<file path="src/rtl/control_minero_pkg.sv">
// Shared definitions for the nonce-search controller.
//   - estado_t         : FSM state encoding
//   - HASH_W/NONCE_W/TARGET_W/COUNT_W : datapath widths
//   - decode_entradas(): maps the 2-bit num_entradas code to a hit count 1..4
package control_minero_pkg;

  localparam int HASH_W   = 24;
  localparam int NONCE_W  = 32;
  localparam int TARGET_W = 8;
  localparam int COUNT_W  = 3;

  typedef enum logic [2:0] {
    ST_IDLE  = 3'd0,
    ST_REQ   = 3'd1,
    ST_WAIT  = 3'd2,
    ST_CHECK = 3'd3,
    ST_DONE  = 3'd4
  } estado_t;

  // 2'd0 encodes four hits; the extra MSB makes that value fit in COUNT_W.
  function automatic logic [COUNT_W-1:0] decode_entradas(input logic [1:0] n);
    return {(n == 2'd0), n};
  endfunction

endpackage

</file>
<file path="src/rtl/control_minero_comparador_target.sv">
// Registered hash/target comparison and hit counter.
// Ports:
//   clk, reset_L       : clock, async active-low reset
//   i_start            : latch target / required hit count, clear the counter
//   i_capture          : register i_hash (result strobe accepted by the FSM)
//   i_check            : FSM is in CHECK; a hit advances the counter
//   i_hash             : hash result from the core
//   i_target           : threshold, latched on i_start
//   i_num_entradas     : required-hits code, latched on i_start
//   o_hash             : registered hash under evaluation
//   o_hit              : registered hash qualifies against latched target
//   o_last_hit         : this hit is the one that completes the required count
module comparador_target
  import control_minero_pkg::*;
(
  input  logic                clk,
  input  logic                reset_L,
  input  logic                i_start,
  input  logic                i_capture,
  input  logic                i_check,
  input  logic [HASH_W-1:0]   i_hash,
  input  logic [TARGET_W-1:0] i_target,
  input  logic [1:0]          i_num_entradas,
  output logic [HASH_W-1:0]   o_hash,
  output logic                o_hit,
  output logic                o_last_hit
);

  logic [TARGET_W-1:0] r_target;
  logic [COUNT_W-1:0]  r_required;
  logic [COUNT_W-1:0]  r_count;
  logic [HASH_W-1:0]   r_hash;
  logic                w_hit;

  // Unsigned compare on the top byte of the hash.
  assign w_hit      = (r_hash[HASH_W-1 -: TARGET_W] < r_target);
  assign o_hit      = w_hit;
  assign o_last_hit = w_hit && ((r_count + COUNT_W'(1)) == r_required);
  assign o_hash     = r_hash;

  // NOTE: sequential state uses non-blocking assignments so every register
  // samples pre-edge values regardless of statement order.
  always_ff @(posedge clk or negedge reset_L) begin
    if (!reset_L) begin
      r_target   <= '0;
      r_required <= '0;
      r_count    <= '0;
      r_hash     <= '0;
    end else begin
      if (i_start) begin
        r_target   <= i_target;
        r_required <= decode_entradas(i_num_entradas);
        r_count    <= '0;
      end else if (i_check && w_hit) begin
        r_count <= r_count + COUNT_W'(1);
      end
      if (i_capture) r_hash <= i_hash;
    end
  end

endmodule

</file>
<file path="src/rtl/control_minero.sv">
// Nonce-search controller. Walks nonces NONCE_INICIO..NONCE_MAX, requests a
// hash per nonce, reports qualifying nonces and stops after the required
// number of hits or when the nonce space is exhausted.
// Ports:
//   clk, reset_L               : clock, async active-low reset
//   inicio                     : start pulse (honoured in IDLE/DONE only)
//   num_entradas, target       : search parameters, latched at start
//   hash_req, hash_nonce       : request pulse and nonce to the hash core
//   hash_valid, hash_in        : result strobe and hash from the core
//   nonce_valido_out, bounty_out, valido : last hit and its update pulse
//   fin, agotado               : search finished / finished by exhaustion
module control_minero
  import control_minero_pkg::*;
#(
  parameter logic [NONCE_W-1:0] NONCE_INICIO = 32'h0000_0000,
  parameter logic [NONCE_W-1:0] NONCE_MAX    = 32'hFFFF_FFFF
) (
  input  logic                clk,
  input  logic                reset_L,
  input  logic                inicio,
  input  logic [1:0]          num_entradas,
  input  logic [TARGET_W-1:0] target,
  output logic                hash_req,
  output logic [NONCE_W-1:0]  hash_nonce,
  input  logic                hash_valid,
  input  logic [HASH_W-1:0]   hash_in,
  output logic [NONCE_W-1:0]  nonce_valido_out,
  output logic [HASH_W-1:0]   bounty_out,
  output logic                valido,
  output logic                fin,
  output logic                agotado
);

  estado_t             r_estado, w_siguiente;
  logic [NONCE_W-1:0]  r_nonce;
  logic [NONCE_W-1:0]  r_nonce_valido;
  logic [HASH_W-1:0]   r_bounty;
  logic                r_valido, r_fin, r_agotado;
  logic                w_start, w_capture, w_check;
  logic                w_hit, w_last_hit;
  logic [HASH_W-1:0]   w_hash;

  comparador_target u_comparador (
    .clk            (clk),
    .reset_L        (reset_L),
    .i_start        (w_start),
    .i_capture      (w_capture),
    .i_check        (w_check),
    .i_hash         (hash_in),
    .i_target       (target),
    .i_num_entradas (num_entradas),
    .o_hash         (w_hash),
    .o_hit          (w_hit),
    .o_last_hit     (w_last_hit)
  );

  always_ff @(posedge clk or negedge reset_L) begin
    if (!reset_L) r_estado <= ST_IDLE;
    else          r_estado <= w_siguiente;
  end

  // NOTE: every signal driven here gets a default first, so no path leaves
  // one unassigned and no latch is inferred.
  always_comb begin
    w_siguiente = r_estado;
    w_start     = 1'b0;
    w_capture   = 1'b0;
    w_check     = 1'b0;
    case (r_estado)
      ST_IDLE, ST_DONE: begin
        if (inicio) begin
          w_start     = 1'b1;
          w_siguiente = ST_REQ;
        end
      end
      ST_REQ:  w_siguiente = ST_WAIT;
      ST_WAIT: begin
        if (hash_valid) begin
          w_capture   = 1'b1;
          w_siguiente = ST_CHECK;
        end
      end
      ST_CHECK: begin
        w_check = 1'b1;
        // Completing the hit count wins over exhaustion on NONCE_MAX.
        if (w_last_hit || (r_nonce == NONCE_MAX)) w_siguiente = ST_DONE;
        else                                     w_siguiente = ST_REQ;
      end
      default: w_siguiente = ST_IDLE;
    endcase
  end

  always_ff @(posedge clk or negedge reset_L) begin
    if (!reset_L) begin
      r_nonce        <= NONCE_INICIO;
      r_nonce_valido <= '0;
      r_bounty       <= '0;
      r_valido       <= 1'b0;
      r_fin          <= 1'b0;
      r_agotado      <= 1'b0;
    end else begin
      r_valido <= w_check && w_hit;
      if (w_start) begin
        r_nonce   <= NONCE_INICIO;
        r_fin     <= 1'b0;
        r_agotado <= 1'b0;
      end else if (w_check) begin
        if (w_hit) begin
          r_nonce_valido <= r_nonce;
          r_bounty       <= w_hash;
        end
        if (w_siguiente == ST_DONE) begin
          r_fin     <= 1'b1;
          r_agotado <= !w_last_hit;
        end else begin
          r_nonce <= r_nonce + NONCE_W'(1);
        end
      end
    end
  end

  assign hash_req         = (r_estado == ST_REQ);
  assign hash_nonce       = r_nonce;
  assign nonce_valido_out = r_nonce_valido;
  assign bounty_out       = r_bounty;
  assign valido           = r_valido;
  assign fin              = r_fin;
  assign agotado          = r_agotado;

endmodule

</file>
<file path="config.mk">
export PLATFORM = sky130hd
export DESIGN_NAME = control_minero
export DESIGN_NICKNAME = d
export VERILOG_FILES = /design/src/rtl/control_minero_pkg.sv /design/src/rtl/control_minero_comparador_target.sv /design/src/rtl/control_minero.sv
export SDC_FILE = /design/constraint.sdc
export NUM_CORES = 1
export LEC_CHECK = 0
export BUFFER_PORTS_ARGS = -buffer_cell sky130_fd_sc_hd__clkbuf_2
export CAP_MARGIN = 20
export CORE_AREA = 2 2 117 119
export DETAILED_ROUTE_END_ITERATION = 16
export DIE_AREA = 0 0 119 121
export GPL_TIMING_DRIVEN = 0
export PLACE_DENSITY = 0.68
export SETUP_SLACK_MARGIN = 0.5
export SKIP_CTS_REPAIR_TIMING = 1
export SYNTH_ARGS = -nofsm -noshare
export SYNTH_HDL_FRONTEND = slang
export SYNTH_SLANG_ARGS = --single-unit
</file>
<file path="constraint.sdc">
create_clock -name clk -period 2.6 [get_ports clk]
set_input_delay 0.39 -clock clk [delete_from_list [all_inputs] [get_ports clk]]
set_output_delay 0.39 -clock clk [all_outputs]
set_load 0.01 [all_outputs]
</file>
==> run_results.csv <==
group,metric,value,unit
finish,final_common_cell,"clkbuf_2",
global_route,grt_start_max_net_pins,75,
floorplan,row_count,42,
sta,rsz0062_at_grt,"yes",
routing,drc_errors,0,
global_route,grt_pass1_vias,4405,
floorplan,dieArea,0.0144,mm2
routing,drt-initial-drc-count,280,
placed_design,post-place-ws,0.149,ns
floorplan,die_h,121,um
critical_path,rrSetupSlack,0.19,ns
power_and_ir_drop,p_seq_share,34.8,%
sta,finClkSkew,0.00800,ns
clock_network,htree_levels,4,
power_and_ir_drop,pwr-share-comb,35.2,%
critical_path,r2r-end,"nonce_valido_out[12]",
placed_design,hpwlAfterDp,9530,um
clock_network,clk_latency,0.42,ns
run_status,status,"completed",
global_route,antenna_found_initial,0,
routing,wirelength,14300,um
sta,final-setup-viol-count,0,
logic_synthesis,synth_enable_flop_cells,0,
global_route,grt.total_usage,19.9,%
placed_design,place_inst,777,
global_route,grt_pass1_wl,22300,um
critical_path,critPathLaunchType,"register",
power_and_ir_drop,power.switching,2720,uW
global_route,overflow,0,
critical_path,reg2reg_from,"u_comparador.o_hash[22]",
power_and_ir_drop,p_int,5990,uW
logic_synthesis,syn_inst,471,
routing,vias_per_cell,5.38,
critical_path,critPathKind,"reg -> reg",
sta,setup_ws,0.187,ns
finish,fillers,1112,
floorplan,coreArea,0.0131,mm2
sta,fmax,414,MHz
finish,drive_above_1_share,49.5,%
clock_network,root_buffer,"clkbuf_16",
power_and_ir_drop,switching_share,31.2,%
routing,dr_total_vias,4480,
placed_design,portBuffers,129,
finish,fin_nets,692,
floorplan,ioPinCount,130,
logic_synthesis,avgSynthCellArea,12.2,um2
sta,worst_hold_slack,0.169,ns
finish,fin_cells,833,
worst_hold_path,hold_class,"in -> reg",
critical_path,arrival,2.71,ns
critical_path,worst_setup_path_end_kind,"register",
critical_path,cp_data_required_time,2.89,ns
floorplan,dieWidth,119,um
logic_synthesis,synth-seq-cells,132,
logic_synthesis,synth_area,0.00577,mm2
power_and_ir_drop,pwr-share-clk,29.9,%
sta,min_period_over_period,92.8,%
power_and_ir_drop,irDropWorstVdd,0.000677,V
clock_network,numCtsBuffers,17,
finish,area_growth,35.6,%
routing,drtAntennaViolNets,0,
worst_hold_path,worstHoldStart,"target[0]",
logic_synthesis,synth_cell_types,48,
job,cap_viol_max_count,0,
logic_synthesis,synth_nets,518,
sta,worst_pin_slew,0.597,ns
routing,dr.pass1.iters,5,
logic_synthesis,yosys_warnings,0,
critical_path,reg2reg_depth,7,
floorplan,start_util,44.1,%
worst_hold_path,hold_path_depth,3,
power_and_ir_drop,power_density,1110,mW/mm2
clock_network,cts_tree,"built",
sta,max_slew_margin,60.2,%
power_and_ir_drop,p_leak,0.00381,uW
sta,finalMaxSlewViolations,0,
clock_network,clk_pin_slew,0.06,ns
sta,finalHoldViolations,0,
logic_synthesis,seq_area_frac_synth,57.3,%
clock_network,numClockSinks,132,
routing,routedWlPerCell,17.1,um
placed_design,gp_congestion,0.844,
clock_network,clk_path_buf_depth,2,
finish,final_cell_mix,"clkbuf_2, dfrtp_1, mux2_2",
critical_path,critical_path.max_fanout,10,
sta,finalCriticalPeriod,2.41,ns
worst_hold_path,min_to,"u_comparador.r_target[0]",
logic_synthesis,synth_ff_type,"dfrtp_1",
finish,antenna_cells,0,
logic_synthesis,synth_async_sr_flop_share,100,%
kinds of logic after synthesis:
kind of cell | share of synthesized area, %
AO/OA/AOI/OAI | 6.18
XOR/XNOR | 2.06
adder cells (fa/ha/maj) | 1.95
buffers and inverters | 2.58
flip-flops | 57.3
multiplexers | 16.5
AND/OR/NAND/NOR | 13.4
how the worst max path moves through the flow:
stage	from	slack (ns)	end	cells after the start
floorplan	u_comparador.o_hash[22]	0.43	bounty_out[0]	7
global placement	reset_L	-0.86	bounty_out[7]	1
detailed placement	u_comparador.o_hash[22]	0.15	bounty_out[1]	7
CTS	hash_nonce[15]	0.13	hash_nonce[25]	8
global route	u_comparador.o_hash[22]	0.09	bounty_out[3]	7
finish	u_comparador.o_hash[22]	0.19	nonce_valido_out[12]	7
synthesized netlist by cell type, types with 2 or more instances:
library cell,count,area share [%]
dfrtp_1,132,57
mux2_2,81,16
nand2_1,45,2.9
nor2_1,20,1.3
o21ai_0,17,1.5
nand3_1,16,1.4
clkbuf_1,14,0.91
a21oi_1,12,1.0
nand4_1,11,1.2
xnor2_1,10,1.5
ha_1,9,2.0
inv_1,9,0.59
buf_2,8,0.69
nor3_1,8,0.69
or3_1,8,0.87
and4_1,6,0.91
nor4_1,6,0.65
o211ai_1,6,0.78
and3_1,5,0.54
mux2i_1,4,0.69
o31ai_1,4,0.52
a211oi_1,3,0.39
a31o_2,3,0.46
nor2b_1,3,0.33
or4_1,3,0.39
a21o_1,2,0.26
a31oi_1,2,0.22
a41o_1,2,0.35
and2_1,2,0.22
nand3b_1,2,0.26
critical path, stage by stage (launching register included):
cell	delay, ns
dfrtp_1	0.39
ha_1	0.31
a21o_1	0.16
a221o_1	0.41
a211oi_2	0.29
buf_6	0.21
buf_6	0.17
mux2_2	0.35
state kept, by name, summed over array words and instances, names as in the netlist:
| register | flops |
|---|---|
| hash_nonce | 32 |
| nonce_valido_out | 32 |
| bounty_out | 24 |
| u_comparador.o_hash | 24 |
| u_comparador.r_target | 8 |
| r_estado | 3 |
| u_comparador.r_count | 3 |
| u_comparador.r_required | 3 |
| agotado | 1 |
| fin | 1 |
| valido | 1 |
area by class of cell:
class | count | area, um2 | area share [%]
Clock buffer | 23 | 508 | 6.50
Timing Repair Buffer | 154 | 922 | 11.8
Clock inverter | 8 | 145 | 1.86
Tap cell | 176 | 220 | 2.82
Buffer | 25 | 214 | 2.74
Sequential cell | 132 | 3320 | 42.4
Inverter | 9 | 33.8 | 0.432
Multi-Input combinational cell | 306 | 2460 | 31.4
power by group through the flow:
stage	Sequential (uW)	Combinational (uW)	Clock, uW
2_1_floorplan	3100	1660	0
3_3_place_gp	3010	2500	0
3_5_place_dp	3060	2580	0
4_1_cts	3030	2590	2660
5_1_grt	3110	3350	2750
6_report	3030	3070	2610
routing by layer:
| metal | vias up | share of wire [%] | GRT usage (%) |
|---|---|---|---|
| met4 | 0 | 1.8 | 7.44 |
| met5 | - | 0 | 0 |
| met1 | 2239 | 42 | 24.6 |
| met2 | 166 | 49 | 33.0 |
| li1 | 2055 | - | - |
| met3 | 20 | 6.9 | 6.02 |
per-stage QoR:
step / cell area (um2) / util (%) / TNS [ns] / total power [uW]
floorplan: 5840 / - / 0 / 4770
global placement: 6700 / 51.2 / -112.39 / 5510
detailed placement: 6740 / 51.5 / 0 / 5650
CTS: 7390 / 56.5 / 0 / 8290
global route: 7820 / 59.7 / 0 / 9220
finish: 7820 / 59.7 / 0 / 8710
(Power assumes the default switching activity.)
